--- src/rtl/logic_sweep_unit_pkg.sv ---
// Shared encodings for the truth-table sweep unit.
// Function-select codes and sweep FSM states.
package logic_sweep_unit_pkg;

    localparam logic [1:0] MODE_MAJ = 2'd0;
    localparam logic [1:0] MODE_PAR = 2'd1;
    localparam logic [1:0] MODE_AND = 2'd2;
    localparam logic [1:0] MODE_THR = 2'd3;

    typedef enum logic [1:0] {
        S_IDLE  = 2'd0,
        S_SWEEP = 2'd1,
        S_DONE  = 2'd2
    } state_t;

endpackage

--- src/rtl/logic_sweep_unit_eval.sv ---
// Combinational boolean function evaluator.
// Computes majority/parity/AND/threshold of one input vector.
module logic_eval
    import logic_sweep_unit_pkg::*;
#(
    parameter int N_IN = 3,
    parameter int TH_W = $clog2(N_IN + 1)
) (
    input  logic [N_IN-1:0] vec,
    input  logic [1:0]      mode,
    input  logic [TH_W-1:0] thr,
    output logic            f
);

    localparam logic [7:0] HALF = 8'(N_IN / 2);

    logic [7:0] pc;

    // popcount of vec, then select the requested function
    always_comb begin
        pc = '0;
        for (int i = 0; i < N_IN; i++) begin
            pc = pc + 8'(vec[i]);
        end
        f = 1'b0;
        unique case (mode)
            MODE_MAJ: f = (pc > HALF);
            MODE_PAR: f = ^vec;
            MODE_AND: f = &vec;
            MODE_THR: f = (pc >= 8'(thr));
            default:  f = 1'b0;
        endcase
    end

endmodule

--- src/rtl/logic_sweep_unit.sv ---
// Truth-table sweep unit: steps vec through every input
// combination and captures the selected function's value.
module logic_sweep_unit
    import logic_sweep_unit_pkg::*;
#(
    parameter int N_IN = 3,
    parameter int TW   = 2 ** N_IN
) (
    input  logic                       clk,
    input  logic                       rst_n,
    input  logic                       start,
    input  logic                       clear,
    input  logic [1:0]                 mode,
    input  logic [$clog2(N_IN+1)-1:0]  thr,
    output logic                       busy,
    output logic                       done,
    output logic [N_IN-1:0]            vec,
    output logic                       f_out,
    output logic [TW-1:0]              truth_table,
    output logic [N_IN:0]              ones_cnt
);

    localparam int TH_W = $clog2(N_IN + 1);
    localparam int CW   = N_IN + 1;

    state_t          state;
    logic [1:0]      mode_q;
    logic [TH_W-1:0] thr_q;

    logic_eval #(
        .N_IN (N_IN),
        .TH_W (TH_W)
    ) u_eval (
        .vec  (vec),
        .mode (mode_q),
        .thr  (thr_q),
        .f    (f_out)
    );

    // FSM, vector counter and truth-table capture
    always_ff @(posedge clk or negedge rst_n) begin
        if (!rst_n) begin
            state       <= S_IDLE;
            busy        <= 1'b0;
            done        <= 1'b0;
            vec         <= '0;
            truth_table <= '0;
            ones_cnt    <= '0;
            mode_q      <= '0;
            thr_q       <= '0;
        end else begin
            done <= 1'b0;
            unique case (state)
                S_IDLE: begin
                    if (start && !clear) begin
                        mode_q      <= mode;
                        thr_q       <= thr;
                        truth_table <= '0;
                        ones_cnt    <= '0;
                        vec         <= '0;
                        busy        <= 1'b1;
                        state       <= S_SWEEP;
                    end
                end
                S_SWEEP: begin
                    if (clear) begin
                        vec   <= '0;
                        busy  <= 1'b0;
                        state <= S_IDLE;
                    end else begin
                        truth_table[vec] <= f_out;
                        ones_cnt <= ones_cnt + CW'(f_out);
                        vec      <= vec + 1'b1;
                        if (&vec) begin
                            busy  <= 1'b0;
                            done  <= 1'b1;
                            state <= S_DONE;
                        end
                    end
                end
                S_DONE: begin
                    vec   <= '0;
                    state <= S_IDLE;
                end
                default: begin
                    busy  <= 1'b0;
                    state <= S_IDLE;
                end
            endcase
        end
    end

endmodule

--- config.mk ---
export PLATFORM = sky130hd
export DESIGN_NAME = logic_sweep_unit
export DESIGN_NICKNAME = d
export VERILOG_FILES = /design/src/rtl/logic_sweep_unit_pkg.sv /design/src/rtl/logic_sweep_unit_eval.sv /design/src/rtl/logic_sweep_unit.sv
export SDC_FILE = /design/constraint.sdc
export NUM_CORES = 1
export LEC_CHECK = 0
export CORE_MARGIN = 2
export CORE_UTILIZATION = 45
export CTS_CLUSTER_SIZE = 30
export DETAILED_ROUTE_END_ITERATION = 10
export GPL_ROUTABILITY_DRIVEN = 0
export PLACE_DENSITY = 0.73
export SYNTH_ARGS = -nofsm -noshare
export SYNTH_HDL_FRONTEND = slang
export SYNTH_SLANG_ARGS = --single-unit
export TNS_END_PERCENT = 20
--- constraint.sdc ---
create_clock -name clk -period 3.6 [get_ports clk]
set_clock_uncertainty 0.2 [all_clocks]
set_input_delay 0.72 -clock clk [delete_from_list [all_inputs] [get_ports clk]]
set_output_delay 0.72 -clock clk [all_outputs]
set_load 0.1 [all_outputs]
### Yosys cells after proc, flatten, opt, wreduce, memory -nomap -nowiden

Cells that the tools add are included.

| word-level totals | value |
|---|---|
| register bits after elaboration | 23 |
| logic and storage cells | 63 |

| cells by class | value |
|---|---|
| $add $sub $neg | 4 |
| order comparisons | 4 |
| eq/ne operators | 8 |
| multiplexer cells | 24 |
| bitwise operators | 1 |
| reductions and logical operators | 14 |

Operators with widths:

| operator | count |
|---|---|
| $mux 8 | 2 |
| $pmux 8 s2 | 1 |
| $pmux 3 s3 | 1 |
| $reduce_and 3->1 | 3 |
| $add 8x1->8 | 1 |
| $bwmux 8 | 1 |
| $ge 8x2->1 | 1 |
| $gt 8x1->1 const B | 1 |
| $mux 4 | 2 |
| $pmux 4 s2 | 1 |
| $mux 1 | 7 |
| $eq 2x2->1 const B | 3 |
| $mux 2 | 3 |
| $mux 3 | 2 |
| $reduce_and 2->1 | 3 |
| $add 4x1->4 | 1 |
| $eq 2x1->1 const B | 2 |
| $logic_not 2->1 | 2 |
| $lt 3x4->1 const B | 1 |
| $ne 2x2->1 const B | 2 |
| $pmux 1 s4 | 1 |
| $pmux 2 s2 | 1 |
| $add 3x1->3 const B | 1 |
| $demux 1 s3 | 1 |
| 10 further kinds | 11 |

### Depth between registers and ports, before layout

Gate-level depths: netlist (run 1).

| logic depth | value |
|---|---|
| depth in word-level cells | 7 |
| mapped depth | 13 |
| mapped depth without buffers | 12 |

### Hierarchy

A second synthesis (run 1) with hierarchy kept.

| second synthesis, totals | value |
|---|---|
| cell total of the unflattened synthesis | 133 |
| area, all modules | 1405.1 um^2 |

Modules (own cells, without submodules):

| module | instances | cells an instance | area each (um^2) |
|---|---|---|---|
| logic_sweep_unit | 1 | 114 | 1252.5 |
| logic_eval | 1 | 19 | 152.6 |

### Worst setup path after synthesis (run 1)

OpenSTA, ideal clock, no wires.

| path | value |
|---|---|
| kind | flip-flop to flip-flop |
| start point | register vec[1] |
| end point | register ones_cnt[2] |
| arrival | 3.644 ns |
| data required time | 3.277 ns |
| path slack | -0.367 ns |
| cell stages (with the launch flop) | 14 |
| period minus slack after synthesis | 3.967 ns |
| cells stage by stage | dfrtp_1 clkbuf_1 inv_1 fa_1 ha_1 nand2b_4 a2111oi_4 o22a_4 inv_4 ha_1 ha_1 nand2_1 xor2_1 nor2_1 |

| on the way | value |
|---|---|
| cells in the longest elaborated chain, start to end | 7 |

RTL lines:

| item | line | source |
|---|---|---|
| from (decl) | logic_sweep_unit.sv:17 | `output logic [N_IN-1:0] vec,` |
| from (signal assigned) | logic_sweep_unit.sv:73 | `vec <= vec + 1'b1;` |
| $add 1x1->2 | logic_sweep_unit_eval.sv:23 | `pc = pc + 8'(vec[i]);` |
| $add 8x1->8 | logic_sweep_unit_eval.sv:23 |  |
| $ge 8x2->1 or $gt 8x1->1 (tied branches) | logic_sweep_unit_eval.sv:30, logic_sweep_unit_eval.sv:27 |  |
| $pmux 1 s4 (*) | logic_sweep_unit_eval.sv:26 | `unique case (mode)` |
| named net f_out | logic_sweep_unit.sv:18 | `output logic f_out,` |
| $add 4x1->4 (*) | logic_sweep_unit.sv:72 | `ones_cnt <= ones_cnt + CW'(f_out);` |
| $mux 4 (*) | logic_sweep_unit.sv:66 | `if (clear) begin` |
| $pmux 4 s2 (*) | logic_sweep_unit.sv:53 | `unique case (state)` |
| to (signal assigned) | logic_sweep_unit.sv:72 |  |
| to (decl) | logic_sweep_unit.sv:20 | `output logic [N_IN:0] ones_cnt` |

Mark *: on every way through the listed nets, which the timed path passes. The rest lies on a longest branch. The select of a mux whose other input is x is not followed.
A chain may end at the register's enable or synchronous reset.

### Worst setup path after layout (run 1)

| path | value |
|---|---|
| start point | register vec[0] |
| end point | output port f_out |

| on the way | value |
|---|---|
| cells in the longest elaborated chain, start to end | 4 |

RTL lines:

| item | line |
|---|---|
| $add 1x1->2 | logic_sweep_unit_eval.sv:23 |
| $add 8x1->8 | logic_sweep_unit_eval.sv:23 |
| $ge 8x2->1 or $gt 8x1->1 (tied branches) | logic_sweep_unit_eval.sv:30, logic_sweep_unit_eval.sv:27 |
| $pmux 1 s4 (*) | logic_sweep_unit_eval.sv:26 |
| to (decl) | logic_sweep_unit.sv:18 |

Mark *: on every way between the ends. The rest lies on a longest branch, timed or not.

==> flow_metrics.tcl, run 1 <==
set metrics [dict create \
    p_clk_share_pct 15.0 \
    clock_sinks 23 \
    cts_tree "built" \
    fp.dieW_um 57.6 \
    overflow 0 \
    clkSlewWorstSetupHoldPaths_ps 120 \
    finalMaxSlewViolations 0 \
    ctsHtreeMaxLevel 1 \
    syn_avg_cell_area_um2 10.0 \
    max_stage_delay_ps 490 \
    grt_util_all_layers_pct 18.4 \
    critPathArrivalTime_ps 2580 \
    num-fill-cells 242 \
    syn-instance-count 129 \
    postPlaceCellArea_um2 1540 \
    cp_top_family "adder cells" \
    layout_common_cells "23 x buf_4, 20 x dfrtp_1, 18 x o21ai_0" \
    worst_hold_path_type "reg -> reg" \
    syn_nets 146 \
    yosysUniqueCellTypes 30 \
    drv_cap 0 \
    critPathMaxFanout 6 \
    synth_edf_count 0 \
    vias 1060 \
    drc 0 \
    io_pins 26 \
    fin_crit_ps 3500 \
    hold_viol_final 0 \
    multi_input_area_um2 644 \
    p_comb_share_pct 46.0 \
    clock_latency_ps 310 \
    fmax_mhz 286 \
    die_area_um2 3320 \
    cp_slowest_cell "dfrtp_4" \
    dieHeight_um 57.6 \
    worst_pin_slew_ps 966 \
    p_sw_w 0.000339 \
    syn2layout_area_growth_pct 25.1 \
    root_buffer "clkbuf_4" \
    ant_nets 0 \
    final_common_cell "buf_4" \
    grt_pass1_wl_mm 4.60 \
    p_sw_share_pct 42.9 \
    yosysSeqAreaShare_pct 44.5 \
    holdBufCountCts 0 \
    ys_ff_latch 23 \
    p_leak_nw 0.781 \
    cp.buffers_inverters 3 \
    fin_area_um2 1620 \
    nets 177 \
    post_drt_wl_per_cell_um 14.6 \
    rows 19 \
    drive_gt1_share_pct 25.8 \
    clk_path_buf_depth 2 \
    yosysWarnings 0 \
    start_util_pct 47.3 \
    slew_headroom_pct 35.4 \
    grt_pass1_vias 972 \
    worstPathRequired_ps 2680 \
    ir_drop_v 0.000444 \
    port_buffers 25 \
    cts_buffers 3 \
    firstDrtPassIters 6 \
    status "finished, final reports clean" \
    critPathLaunchType "flop" \
    post-route-period-util_pct 97.1 \
    routed_wl_mm 2.78 \
    synth_area_um2 1290 \
    power_density_nw_per_um2 488 \
    cp_cell_sequence "inv_1 > fa_1 > ha_1 > nand2b_4 > a2111oi_4 > o22a_4 > inv_4 > buf_12" \
    antenna_found_initial 0 \
    core_um2 2730 \
    via_per_inst 5.58 \
    synth_top_flop_cell "dfrtp_1" \
    finalNonFillerCells 190 \
    hpwl_mm 2.04 \
    crit_type "reg -> out" \
    diodes 0 \
    drt_iter0_drc 39 \
    async_reset_ff_share_pct 100 \
    grt_max_degree 17 \
    worst_setup_path_end_kind "output port" \
    dp.cells 179 \
    setup_violations 0 \
    regArea_um2 584 \
    seqPwrFrac_pct 39.0 \
    p_int_w 0.000451 \
]
through the flow:
| stage | power (W) | utilization (%) | worst slack, ps | hold slack (ps) | TNS (ps) |
|---|---|---|---|---|---|
| after floorplan | 0.000579 | - | 31.5 | 224 | 0 |
| after global placement | 0.000654 | 56.2 | 402 | 284 | 0 |
| after detailed placement | 0.000661 | 56.2 | 359 | 292 | 0 |
| after CTS | 0.000784 | 57.7 | 37.1 | 321 | 0 |
| after global routing | 0.000837 | 59.2 | -4.21 | 354 | -4.21 |
| final | 0.000790 | 59.2 | 105 | 317 | 0 |
sequential cells by signal, summed over array words and instances (netlist names):
| name | flops |
|---|---|
| busy | 1 |
| done | 1 |
| mode_q | 2 |
| ones_cnt | 4 |
| state | 2 |
| thr_q | 2 |
| truth_table | 8 |
| vec | 3 |
timing repair:
item,in CTS,in global routing
resized for setup,0,0
setup buffers,2,5
pin swaps,0,1
setup endpoints to repair,1,1
final cells by class:
| class | instances | share of cell area, % |
|---|---|---|
| multi-input combinational | 89 | 39.8 |
| sequential | 23 | 36.1 |
| timing repair buffer | 33 | 17.6 |
| inverter | 10 | 2.47 |
| tap | 31 | 2.40 |
| clock buffer | 4 | 1.62 |
path summary, 6_finish.rpt:
kind,startpoint,endpoint,slack (ps),depth (start not counted)
min,truth_table[1],truth_table[1],320,1
max in group asynchronous,rst_n,vec[1],2050,2
min reg2reg,truth_table[1],truth_table[1],320,1
max reg2reg,vec[0],ones_cnt[2],550,12
min in group asynchronous,rst_n,ones_cnt[1],560,1
max,vec[0],f_out,100,8
metal layers:
layer / vias up / GRT usage [%] / wire (µm)
met2: 38 / 28.6 / 1330
met1: 502 / 25.1 / 1230
li1: 516 / - / -
met5: - / 0 / 0
met3: 4 / 2.23 / 144
met4: 0 / 9.97 / 70
power groups by stage:
stage	clock network (W)	registers, W	logic [W]
after global routing	0.000134	0.000313	0.000390
final	0.000118	0.000308	0.000363
after global placement	0	0.000324	0.000330
after detailed placement	0	0.000327	0.000335
after floorplan	0	0.000406	0.000173
after CTS	0.000120	0.000309	0.000355
cell usage after synthesis (2+ instances only):
library cell  count  area (µm²)
a21oi_1           7        35.0
a22o_1            2        17.5
a32o_1            4        40.0
buf_2             6        30.0
dfrtp_1          23         576
ha_1              8         100
inv_1             9        33.8
mux2_2            4        45.0
nand2_1          11        41.3
nand3_1           4        20.0
nand4_1           2        12.5
nor2_1            4        15.0
nor2_4            2        22.5
nor2b_1           3        18.8
nor3_1            7        35.0
o21ai_0          18        90.1
xor2_1            2        17.5
cells by family after synthesis:
family / after synthesis / synth area share [%]
compound gates: 37 / 19.6
simple gates: 36 / 15.3
flops: 23 / 44.5
buf+inv: 17 / 5.71
fa+ha+maj: 9 / 9.28
mux: 5 / 4.26
xor+xnor: 2 / 1.35
Note: power is estimated with default switching activity, not from simulation.
==> run 2, diff against run 1 <==
--- a/config.mk
+++ b/config.mk
@@ -11,6 +11,7 @@
 export DETAILED_ROUTE_END_ITERATION = 10
 export GPL_ROUTABILITY_DRIVEN = 0
 export PLACE_DENSITY = 0.73
+export REMOVE_ABC_BUFFERS = 1
 export SYNTH_ARGS = -nofsm -noshare
 export SYNTH_HDL_FRONTEND = slang
 export SYNTH_SLANG_ARGS = --single-unit
==> flow_metrics.tcl, run 2 (synthesis gave the netlist of run 1 again) <==
set metrics [dict create \
    post-route-period-util_pct 95.7 \
    antenna_found_initial 0 \
    reg2reg_from "vec[0]" \
    fin_hold_ws_ps 309 \
    cp-startpoint "vec[0]" \
    clock_sinks 23 \
    io_pins 26 \
    largest_reg_flops 8 \
    syn2layout_area_growth_pct 21.0 \
    port_buffers 25 \
    status "finished, final reports clean" \
    cts_resized 0 \
    r2r_end "ones_cnt[2]" \
    overflow 0 \
    crit_type "reg -> out" \
    firstDrtPassIters 4 \
    clkSlewWorstSetupHoldPaths_ps 130 \
    fmax_mhz 290 \
    root_buffer "clkbuf_4" \
    rows 19 \
    worst_setup_path_end_kind "output port" \
    clock_latency_ps 310 \
    utilization_pct 57.3 \
    drt_iter0_drc 39 \
    regMostFlops "truth_table" \
    dieHeight_um 57.6 \
    min_from "truth_table[0]" \
    setup_violations 0 \
    routed_wl_mm 2.60 \
    finalSetupTns_ps 0 \
    drv_cap 0 \
    start_util_pct 47.3 \
    diodes 0 \
    final_common_cell "dfrtp_1" \
    power_density_nw_per_um2 498 \
    slew_headroom_pct 31.9 \
    ant_nets 0 \
    worst_hold_path_type "reg -> reg" \
    critPathMaxFanout 6 \
    ctsHtreeMaxLevel 1 \
    via_per_inst 5.55 \
    ir_drop_v 0.000438 \
    post_cts_buffers 0 \
    rsz0062_at_grt "false" \
    p_total_w 0.000779 \
    layout_common_cells "23 x dfrtp_1, 20 x buf_4, 18 x o21ai_0" \
    holdPathStages 1 \
    hold_viol_final 0 \
    hpwl_mm 2.00 \
    critPathLaunchType "flop" \
    drc 0 \
    die_area_um2 3320 \
    reg.largest.list "truth_table: 8 flops, ones_cnt: 4 flops, vec: 3 flops" \
    timing.reg2reg.setup_slack_ps 570 \
    grt_pass1_vias 1022 \
    grt_max_degree 24 \
    grt_pass1_wl_mm 4.65 \
    drive_gt1_share_pct 22.7 \
    fp.dieW_um 57.6 \
    core_um2 2730 \
    cts_buffers 3 \
    r2r_cells 12 \
    fin_crit_ps 3440 \
    holdBufCountCts 0 \
    grt_util_all_layers_pct 17.9 \
    holdPathEnd "truth_table[0]" \
    critPathArrivalTime_ps 2520 \
    nets 172 \
    worst_pin_slew_ps 1020 \
    finalMaxSlewViolations 0 \
    clk_path_buf_depth 2 \
    cts_tree "built" \
    vias 1027 \
    worstPathRequired_ps 2680 \
    p_leak_nw 0.746 \
    post_drt_wl_per_cell_um 14.1 \
]
-- run 2: changes by cell type in the layout (fill, tap and decap cells not counted), sizes merged --
cell           change
dlymetal6s2s       -1
clkdlybuf4s50      -1
buf                -3
-- run 2: worst max path at each step --
stage                              to  slack [ps]  cells past startpoint
after floorplan           ones_cnt[2]        -300                     12
after CTS                       f_out         150                      8
after global placement          f_out         560                      8
after detailed placement        f_out         510                      8
after global routing            f_out          20                      8
final                           f_out         160                      8
-- run 2: cell type report --
cell class	instances	area (µm²)
Fill cell	241	1170
Multi-Input combinational cell	89	644
Sequential cell	23	576
Timing Repair Buffer	28	240
Inverter	10	40.0
Tap cell	31	38.8
Clock buffer	4	26.3
-- run 2: report_power, final --
part           internal [W]  switching, W  total [W]
clock             0.0000433     0.0000768   0.000120
sequential         0.000282     0.0000210   0.000303
combinational      0.000116      0.000239   0.000355
total              0.000442      0.000337   0.000779
-- run 2: per-layer routing --
layer  GRT usage, %  wire length, µm
met1           24.9             1190
met2           29.5             1260
met3           2.23              120
met4           4.98               29
met5              0                0
-- run 2: worst max-delay path, cell delays in order (launching register included) --
cell	delay, ps
dfrtp_1	370
inv_1	80
fa_1	570
ha_1	230
nand2b_4	150
a2111oi_4	360
o22a_4	230
inv_4	60
buf_12	160
-- run 2: through the flow --
stage	area [µm²]	setup WS, ps	std cells
3_5_place_dp	1540	506	181
4_1_cts	1570	147	185
3_3_place_gp	1540	556	181
5_1_grt	1570	19.3	185
6_report	1570	156	185
2_1_floorplan	1260	-303	122
